[src/rtl/vrf_read_pipe_pkg.sv]
// Shared types and widths for the VRF read pipe. Record layouts follow the default configuration.
package vrf_read_pipe_pkg;

  localparam int unsigned DEF_NUM_CH   = 2;
  localparam int unsigned DEF_DATA_W   = 32;
  localparam int unsigned DEF_VS_W     = 5;
  localparam int unsigned DEF_OFFSET_W = 2;
  localparam int unsigned DEF_SRC_W    = 2;
  localparam int unsigned DEF_IDX_W    = 3;
  localparam int unsigned DEF_READ_LAT = 2;
  localparam int unsigned DEF_QDEPTH   = 4;

  function automatic int unsigned clog2_min1(input int unsigned n);
    return (n <= 1) ? 1 : $clog2(n);
  endfunction

  localparam int unsigned CH_W   = clog2_min1(DEF_NUM_CH);
  localparam int unsigned CRED_W = $clog2(DEF_QDEPTH + 1);

  typedef struct packed {
    logic [DEF_VS_W-1:0]     vs;
    logic [DEF_OFFSET_W-1:0] offset;
    logic [DEF_SRC_W-1:0]    src;
    logic [DEF_IDX_W-1:0]    idx;
  } read_req_t;

  typedef struct packed {
    logic            valid;
    logic [CH_W-1:0] ch;
  } tag_t;

endpackage

[src/rtl/vrf_read_sync_fifo.sv]
// Show-ahead synchronous FIFO holding returned read data for one channel.
module vrf_read_sync_fifo
  import vrf_read_pipe_pkg::*;
#(
  parameter int unsigned DATA_W = 32,
  parameter int unsigned QDEPTH = 4
) (
  input  logic              clock,
  input  logic              reset,
  input  logic              push_valid,
  input  logic [DATA_W-1:0] push_data,
  input  logic              pop_ready,
  output logic              pop_valid,
  output logic [DATA_W-1:0] pop_data
);

  localparam int unsigned PTR_W = clog2_min1(QDEPTH);
  localparam int unsigned CNT_W = $clog2(QDEPTH + 1);

  logic [DATA_W-1:0] r_mem [QDEPTH];
  logic [PTR_W-1:0]  r_wptr, r_rptr;
  logic [CNT_W-1:0]  r_cnt;
  logic              w_empty, w_full, w_push, w_pop;

  assign w_empty = (r_cnt == '0);
  assign w_full  = (r_cnt == CNT_W'(QDEPTH));
  assign w_pop   = pop_ready & ~w_empty;
  assign w_push  = push_valid & (~w_full | w_pop);

  assign pop_valid = ~w_empty;
  assign pop_data  = w_empty ? '0 : r_mem[r_rptr];

  always_ff @(posedge clock) begin
    if (w_push) r_mem[r_wptr] <= push_data;
  end

  // Explicit wrap so non-power-of-two depths work.
  always_ff @(posedge clock) begin
    if (reset) begin
      r_wptr <= '0;
      r_rptr <= '0;
      r_cnt  <= '0;
    end else begin
      if (w_push) r_wptr <= (r_wptr == PTR_W'(QDEPTH - 1)) ? '0 : r_wptr + 1'b1;
      if (w_pop)  r_rptr <= (r_rptr == PTR_W'(QDEPTH - 1)) ? '0 : r_rptr + 1'b1;
      unique case ({w_push, w_pop})
        2'b10:   r_cnt <= r_cnt + 1'b1;
        2'b01:   r_cnt <= r_cnt - 1'b1;
        default: r_cnt <= r_cnt;
      endcase
    end
  end

endmodule

[src/rtl/vrf_read_pipe_mc.sv]
// N-channel VRF read front end: credit-gated round-robin, fixed-latency tag pipe, per-channel FIFOs.
// Optional performance counters are built when VRF_READ_PIPE_PERF_EN is defined.
module vrf_read_pipe_mc
  import vrf_read_pipe_pkg::*;
#(
  parameter int unsigned NUM_CH   = DEF_NUM_CH,
  parameter int unsigned DATA_W   = DEF_DATA_W,
  parameter int unsigned VS_W     = DEF_VS_W,
  parameter int unsigned OFFSET_W = DEF_OFFSET_W,
  parameter int unsigned SRC_W    = DEF_SRC_W,
  parameter int unsigned IDX_W    = DEF_IDX_W,
  parameter int unsigned READ_LAT = DEF_READ_LAT,
  parameter int unsigned QDEPTH   = DEF_QDEPTH
) (
  input  logic                         clock,
  input  logic                         reset,
  input  logic [NUM_CH-1:0]            req_valid,
  output logic [NUM_CH-1:0]            req_ready,
  input  logic [NUM_CH*VS_W-1:0]       req_vs,
  input  logic [NUM_CH*OFFSET_W-1:0]   req_offset,
  input  logic [NUM_CH*SRC_W-1:0]      req_src,
  input  logic [NUM_CH*IDX_W-1:0]      req_idx,
  output logic                         vrf_req_valid,
  input  logic                         vrf_req_ready,
  output logic [VS_W-1:0]              vrf_req_vs,
  output logic [OFFSET_W-1:0]          vrf_req_offset,
  output logic [SRC_W-1:0]             vrf_req_src,
  output logic [IDX_W-1:0]             vrf_req_idx,
  input  logic [DATA_W-1:0]            vrf_rdata,
  output logic [NUM_CH-1:0]            deq_valid,
  input  logic [NUM_CH-1:0]            deq_ready,
  output logic [NUM_CH*DATA_W-1:0]     deq_data
`ifdef VRF_READ_PIPE_PERF_EN
  ,
  output logic [31:0]                  perf_stall_cnt,
  output logic [31:0]                  perf_grant_cnt
`endif
);

  read_req_t         w_req [NUM_CH];
  read_req_t         w_sel;
  logic [CRED_W-1:0] r_credit [NUM_CH];
  logic [CH_W-1:0]   r_ptr, w_gnt_idx;
  tag_t              r_tag [READ_LAT];
  logic [NUM_CH-1:0] w_cred_ok, w_elig, w_grant, w_push, w_fifo_valid, w_deq_fire;
  logic [NUM_CH*DATA_W-1:0] w_fifo_data;
  logic              w_any, w_fire;
  int                w_c;

  always_comb begin
    for (int i = 0; i < NUM_CH; i++) begin
      w_req[i] = '{vs:     req_vs[i*VS_W +: VS_W],
                   offset: req_offset[i*OFFSET_W +: OFFSET_W],
                   src:    req_src[i*SRC_W +: SRC_W],
                   idx:    req_idx[i*IDX_W +: IDX_W]};
      w_cred_ok[i] = (r_credit[i] != '0);
    end
  end

  assign w_elig = req_valid & w_cred_ok & {NUM_CH{~reset}};

  // Search begins one past the last granted channel.
  always_comb begin
    w_grant   = '0;
    w_gnt_idx = '0;
    w_any     = 1'b0;
    w_c       = 0;
    for (int k = 1; k <= int'(NUM_CH); k++) begin
      w_c = int'(r_ptr) + k;
      if (w_c >= int'(NUM_CH)) w_c = w_c - int'(NUM_CH);
      if (!w_any && w_elig[w_c]) begin
        w_any        = 1'b1;
        w_gnt_idx    = CH_W'(w_c);
        w_grant[w_c] = 1'b1;
      end
    end
  end

  always_comb begin
    w_sel = '0;
    if (w_any) w_sel = w_req[w_gnt_idx];
  end

  assign w_fire         = w_any & vrf_req_ready;
  assign vrf_req_valid  = w_any;
  assign req_ready      = w_grant & {NUM_CH{vrf_req_ready}};
  assign vrf_req_vs     = w_sel.vs;
  assign vrf_req_offset = w_sel.offset;
  assign vrf_req_src    = w_sel.src;
  assign vrf_req_idx    = w_sel.idx;

  assign deq_valid  = w_fifo_valid & {NUM_CH{~reset}};
  assign deq_data   = reset ? '0 : w_fifo_data;
  assign w_deq_fire = deq_valid & deq_ready;

  always_ff @(posedge clock) begin
    if (reset) begin
      r_ptr <= CH_W'(NUM_CH - 1);
      for (int i = 0; i < NUM_CH; i++) r_credit[i] <= CRED_W'(QDEPTH);
    end else begin
      if (w_fire) r_ptr <= w_gnt_idx;
      for (int i = 0; i < NUM_CH; i++) begin
        unique case ({req_ready[i], w_deq_fire[i]})
          2'b10:   r_credit[i] <= r_credit[i] - 1'b1;
          2'b01:   r_credit[i] <= r_credit[i] + 1'b1;
          default: r_credit[i] <= r_credit[i];
        endcase
      end
    end
  end

  // Last stage lines up with vrf_rdata of the matching request.
  always_ff @(posedge clock) begin
    if (reset) begin
      for (int s = 0; s < READ_LAT; s++) r_tag[s] <= '0;
    end else begin
      r_tag[0] <= '{valid: w_fire, ch: w_gnt_idx};
      for (int s = 1; s < READ_LAT; s++) r_tag[s] <= r_tag[s-1];
    end
  end

  always_comb begin
    for (int i = 0; i < NUM_CH; i++) begin
      w_push[i] = r_tag[READ_LAT-1].valid && (r_tag[READ_LAT-1].ch == CH_W'(i));
    end
  end

  for (genvar g = 0; g < NUM_CH; g++) begin : g_fifo
    vrf_read_sync_fifo #(
      .DATA_W (DATA_W),
      .QDEPTH (QDEPTH)
    ) u_fifo (
      .clock      (clock),
      .reset      (reset),
      .push_valid (w_push[g]),
      .push_data  (vrf_rdata),
      .pop_ready  (deq_ready[g] & ~reset),
      .pop_valid  (w_fifo_valid[g]),
      .pop_data   (w_fifo_data[g*DATA_W +: DATA_W])
    );
  end

`ifdef VRF_READ_PIPE_PERF_EN
  logic [31:0] r_stall_cnt, r_grant_cnt;

  always_ff @(posedge clock) begin
    if (reset) begin
      r_stall_cnt <= '0;
      r_grant_cnt <= '0;
    end else begin
      if (|(req_valid & ~w_cred_ok) && (r_stall_cnt != '1)) r_stall_cnt <= r_stall_cnt + 1'b1;
      if (w_fire && (r_grant_cnt != '1)) r_grant_cnt <= r_grant_cnt + 1'b1;
    end
  end

  assign perf_stall_cnt = r_stall_cnt;
  assign perf_grant_cnt = r_grant_cnt;
`else
  // Counters are compiled out; nothing further to drive.
`endif

endmodule
[config.mk]
export PLATFORM = sky130hd
export DESIGN_NAME = vrf_read_pipe_mc
export DESIGN_NICKNAME = d
export VERILOG_FILES = /design/src/rtl/vrf_read_pipe_pkg.sv /design/src/rtl/vrf_read_sync_fifo.sv /design/src/rtl/vrf_read_pipe_mc.sv
export SDC_FILE = /design/constraint.sdc
export NUM_CORES = 1
export LEC_CHECK = 0
export CORE_MARGIN = 5
export CORE_UTILIZATION = 50
export CTS_CLUSTER_SIZE = 30
export DETAILED_ROUTE_END_ITERATION = 7
export HOLD_SLACK_MARGIN = 0.15
export PLACE_DENSITY = 0.82
export SLEW_MARGIN = 10
export SYNTH_ARGS = -nofsm -noshare
export SYNTH_HDL_FRONTEND = slang
export SYNTH_SLANG_ARGS = --single-unit
[constraint.sdc]
create_clock -name clock -period 2.8 [get_ports clock]
set_clock_uncertainty 0.1 [all_clocks]
set_input_delay 0.56 -clock clock [delete_from_list [all_inputs] [get_ports clock]]
set_output_delay 0.56 -clock clock [all_outputs]
set_load 0.05 [all_outputs]
Word-level counts from Yosys, hierarchy flattened
Memories as Yosys holds them, arrays and structs flattened. A register that Yosys moved wholly into a read port is not among the register bits.
Index checks and enable logic that the tools add are counted.

operators by class
  add/sub/neg operators = 16
  multipliers = 0
  div/mod/pow operators = 0
  $lt $le $gt $ge = 7
  equality and inequality tests = 14
  shift-type cells = 0
  muxes and demuxes = 68
  bitwise logic cells = 30
  reductions and logical operators = 14

operators by type and width
  cell                   count
  $mux W32               4
  $ge A32 B1 Y1 const B  2
  $lt A32 B3 Y1 const B  2
  $mux W64               1
  $mux W12               4
  $mux W1                37
  $mux W2                12
  $mux W3                6
  $eq A2 B2 Y1 const B   8
  $add A3 B1 Y3 const B  4
  $pmux W3 S2            2
  $sub A3 B1 Y3 const B  4
  $and A2 B2 Y2          5
  $or A1 B1 Y1           10
  $add A2 B1 Y2 const B  4
  $eq A2 B1 Y1 const B   4
  $and A1 B1 Y1          7
  $eq A3 B3 Y1 const B   2
  $logic_not A3 Y1       2
  $not A1 Y1             6
  $reduce_bool A3 Y1     2
  $logic_and A1 B1 Y1    5
  $ge A2 B2 Y1 const B   2
  $reduce_bool A2 Y1     2
  10 further kinds       12

word-level totals
  flip-flop bits (word level) = 15
  latch bits = 0
  RAM bits = 266
  ROM bits = 0
  bits of input ports = 63
  output and inout bits = 81
  memories kept = 4

memories
  memory                  words  bits a word  read ports  clocked after Yosys merged registers in  wr ports  RTL line                  source
  g_fifo[0].u_fifo.r_mem  4      32           1           1                                        1         vrf_read_sync_fifo.sv:20  logic [DATA_W-1:0] r_mem [QDEPTH];
  g_fifo[1].u_fifo.r_mem  4      32           1           1                                        1         vrf_read_sync_fifo.sv:20
  r_credit                2      3            2           0                                        2         vrf_read_pipe_mc.sv:42    logic [CRED_W-1:0] r_credit [NUM_CH];
  r_tag                   2      2            2           0                                        2         vrf_read_pipe_mc.sv:44    tag_t r_tag [READ_LAT];

Logic depth before layout (Yosys ltp)
  word-level depth = 18
  gate-level depth with buffers = 13

Hierarchy
From an unflattened synthesis, not the netlist that was laid out.

second synthesis, totals
  cell total of the unflattened synthesis = 669
  area total of the unflattened synthesis = 11,959.0 sq um

by module, submodules not included
  module              times used  cells each  area each (sq um)  sequential area each (sq um)
  vrf_read_sync_fifo  2           254         5,313.8            4,023.9
  vrf_read_pipe_mc    1           161         1,331.3            280.3

Least setup slack after synthesis
OpenSTA, ideal clock, no wires.

  path kind = reg2reg
  start = memory r_credit[1][0] (netlist bit)
  end = memory r_credit[0][1] (netlist bit), data pin
  arrival time = 2.380 ns
  path slack = 0.065 ns
  cell stages (with the launch flop) = 12
  buffers on the path = 1
  period minus slack after synthesis = 2.735 ns
  cell sequence = edfxtp_1 inv_1 ha_1 nand2b_1 nand3b_2 o21a_4 buf_6 and2_1 ha_1 nor4_1 nor2_1 and2_1

RTL lines
  item             RTL line
  start, declared  vrf_read_pipe_mc.sv:42

==> results list <==
- Of the total power, combinational logic draws 0.161.
- H-tree lvl count: 1
* Clk sink count: ~290
- In this run the static leakage power is ~5.4 nW.
- Internal power component: around 8 mW
- Fraction of power spent switching nets: 0.237
- Max transition margin: 0.684
- The number of pins exceeding their max-slew limit in the final report came to 0.
- After synthesis the netlist holds a flip-flop and latch count of about 290.
* Count of nets after finishing: a little under 900
- Global routing finished with a remaining overflow of 0.
- The synthesized netlist contains 53 unique library cells.
- The die is 163 microns wide.
- TritonCTS clock tree: built
- The worst setup path is of the flop to output pin kind.
- Before antenna repair, the detailed router went through 5 iterations.
* Post-Syn Area: 0.0116 sq mm
- Entering global routing, the biggest net connects 34 pins.
- The worst-case IR drop observed on VDD is between 600 and 700 uV.
- Routed WL per cell: roughly 23 microns
- Clock root buffer: clkbuf_16
- Across every metal layer, demand over resource in global routing totals 0.201.
* Kind of cell with the highest combined delay on the critical path: flip-flops
- Floorplan Core Area: between 0.02 and 0.025 sq mm
- The longest clock path from root to sink contains 3 buffers.
- In this design, the critical path's most frequently occurring cell is buf_4.
- Fraction of registers with async set or reset after synthesis: 0
* Setup slack of the most critical reg-to-reg path: approximately 130 ps
- DRT iter0 DRCs: 480
- Counting flops with a built-in enable in the synthesized netlist gives around 260.
- Setup repair after global routing could not meet its margin everywhere.
- Share of power burned in registers: 0.458
* Count of nets left with antenna violations after detail routing: 0
* Final hold vios: 0
- Violated checks: negative setup slack
* Number of vias per cell: 5.59
- Wire length of the first global-routing pass: just over 40000 microns
- Cells traversed along the worst timing path: nor3_2 -> nor3b_4 -> buf_4 -> o21a_4 -> buf_4 -> a22o_4 -> buf_12
- Final weighted congestion in routability-driven placement: 0.779
* Worst path bufs/invs: 3
- Sequential cell area fraction in the yosys report: 0.716
- R2R Path End: r_credit[0][2]$_SDFFCE_PN1P_
* Switching power: 2.45 mW
- Number of global-route vias before repair: ~7000
* Depth of the worst register-to-register path: 11
* Average cell area after synthesis: between 15 and 20 sq um
- Slowest stage cell on the critical path: edfxtp_1
- In this run the worst path has a maximum fanout of 12.
- Die H: between 150 and 200 microns
* Required time of the worst setup path: ~2100 ps
- The worst hold path begins at r_tag[0][0]$_SDFF_PP0_.
- The run finished, with violations left.
- Predominant post-synthesis flop cell: edfxtp_1
- In this run the critical register-to-register path is launched from r_credit[0][2]$_SDFFCE_PN1P_.
- The worst path in the final design needs a cycle of approximately 2800 ps, including I/O delays and setup.
* Post-route design area: ~0.016 sq mm
- Setup ws final: -30.0 ps
- Skew-Pair Late Insertion Delay: between 500 and 600 ps
* Clock slew at reported path FFs: ~60 ps
* Yosys Warn Count: 0
- Power Density: about 650 mW/mm^2
* Core occupancy in the finished layout: 0.698
- The number of antenna violations at the first check in global routing came to 0.
- Synthesized net count: 687
- Clock tree synthesis inserted a total of 28 buffers.
- Of the cells placed in the final design, the portion with a size suffix greater than 1 is 0.359.
- DRC violations left: 0
- Hold Crit Endpoint: r_tag[0][2]$_SDFF_PP0_
- The final route contains about 6400 vias.
- Largest stage delay on the critical path: ~460 ps
- Standard-cell row count: 55
- Worst EP arrival: between 2000 and 2500 ps
- Type of the tightest min-delay check: flop to flop
* Post-detailed-placement half-perimeter wirelength: 16300 microns
* Final WL: 26700 microns
* Starting density of the core: 0.511
- For this run, the top clock speed supported by timing is roughly 350 MHz.
- During placement, the flow inserted port buffers numbering between 100 and 150.
* Startpoint class of the critical path: flop
- Of the available clock period, the critical path in the final layout requires 1.01.
- Instance area at placement: 0.0146 sq mm
- Along the worst hold path, the cell count comes to 1.
- For the pin with the worst max-slew slack, the measured transition is 473 ps.
- Worst Setup Slack post-DPL: -299 ps
- Of the total power, the clock network draws 0.380.
* Max-cap check violation count: 0
* Tightest hold margin: around 340 ps
* Kind of capture point of the worst setup path: output pin
- Counting every instance in the synthesized netlist gives about 600.
- The die covers approximately 0.026 sq mm.
* Ports: ~140
* Signed area change from the synthesized netlist to the final layout: 36.6%
- Setup violations remaining at the end of the flow were counted as 6.
==> routing by layer <==
layer / routed length, microns / vias to the layer above / global-route usage
met5: 0 / - / 0
met2: 14100 / 288 / 0.366
li1: - / 2791 / -
met4: 419 / 0 / 0.0396
met3: 1960 / 32 / 0.0418
met1: 10200 / 3285 / 0.252
==> final cells by class <==
type	count	area, sq um
sequential	285	8330
fill	1366	6880
multi-input combinational	276	3170
timing repair buffer	203	2970
clock buffer	32	716
tap	313	392
clock inverter	19	258
inverter	15	56.3
antenna	1	2.50
==> state kept, by name, indices dropped and copies added (netlist names), named ones only <==
name and cells:
g_fifo.u_fifo.r_wptr 4, g_fifo.u_fifo.r_cnt 6, r_tag 4, g_fifo.u_fifo.r_mem 256, r_ptr 1, r_credit 6, g_fifo.u_fifo.r_rptr 4
==> timing repair <==
item,CTS,global route
cloned,1,1
hold buffers,0,0
pin swaps,8,7
resized for setup,32,7
buffers inserted,10,5
setup endpoints to repair,78,41
==> layout by cell type, fill, tap and decap left out, drive strengths merged, types with 2 or more instances in the layout <==
cell type	netlist	routed
a21oi	9	9
a22o	13	13
a32oi	2	2
and2	76	76
buf	24	139
bufinv	0	6
clkbuf	3	34
clkdlybuf4s50	0	61
clkinv	0	10
clkinvlp	0	3
dfxtp	23	23
edfxtp	262	262
fa	3	3
ha	18	18
inv	15	15
mux2i	4	4
mux4	64	64
nand2	11	11
nand2b	8	8
nand4b	2	2
nor2	22	22
nor2b	2	2
nor3	5	5
o21ai	6	6
o21bai	2	2
o31ai	3	3
or3	2	2
xnor2	4	4
xor2	2	2
==> synth_stat cells, drive strengths merged (2+ instances only) <==
cell,count,share of area
edfxtp,262,0.68
and2,76,0.041
mux4,64,0.12
buf,24,0.020
dfxtp,23,0.040
nor2,22,0.0075
ha,18,0.019
inv,15,0.0048
a22o,13,0.0098
nand2,11,0.0042
a21oi,9,0.0048
nand2b,8,0.0045
o21ai,6,0.0026
nor3,5,0.0034
mux2i,4,0.0034
xnor2,4,0.0030
clkbuf,3,0.00097
fa,3,0.0052
o31ai,3,0.0019
a32oi,2,0.0015
nand4b,2,0.0015
nor2b,2,0.0011
o21bai,2,0.0013
or3,2,0.0011
xor2,2,0.0015
==> power by group through the flow <==
stage	Clock, mW	Sequential, mW	Combinational [mW]
after CTS	3.99	4.75	1.65
final	3.94	4.75	1.67
after detailed placement	0	4.84	1.58
after global routing	4.19	4.76	1.76
after global placement	0	4.83	1.53
after floorplan	0	4.83	0.889
==> per-stage QoR <==
stage / setup TNS, ps / instances / power [mW]
after floorplan: 0 / 603 / 5.71
after global placement: -2510 / 1077 / 6.36
after detailed placement: -6990 / 1077 / 6.41
after CTS: -9.02 / 1137 / 10.4
after global routing: -748 / 1143 / 10.7
final: -144 / 1144 / 10.4
==> logic make-up after synthesis <==
group,synth area share
multiplexers,0.128
buffers and inverters,0.0259
adder cells (fa/ha/maj),0.0245
AO/OA/AOI/OAI,0.0314
AND/OR/NAND/NOR,0.0698
flip-flops,0.716
XOR/XNOR,0.00452
==> worst max-delay path by stage <==
stage                                         endpoint  cells after the start                    startpoint
after floorplan           r_credit[0][1]$_SDFFCE_PN0P_                     11      r_credit[1][0]$_DFFE_PP_
after global placement    r_credit[0][1]$_SDFFCE_PN0P_                     10                         reset
after detailed placement  r_credit[0][1]$_SDFFCE_PN0P_                     10                         reset
after CTS                               vrf_req_idx[0]                      9      r_credit[1][1]$_DFFE_PP_
after global routing                 vrf_req_offset[0]                      7  r_credit[0][2]$_SDFFCE_PN1P_
final                                vrf_req_offset[0]                      7  r_credit[0][2]$_SDFFCE_PN1P_
Note: power is estimated with default switching activity, not from simulation.
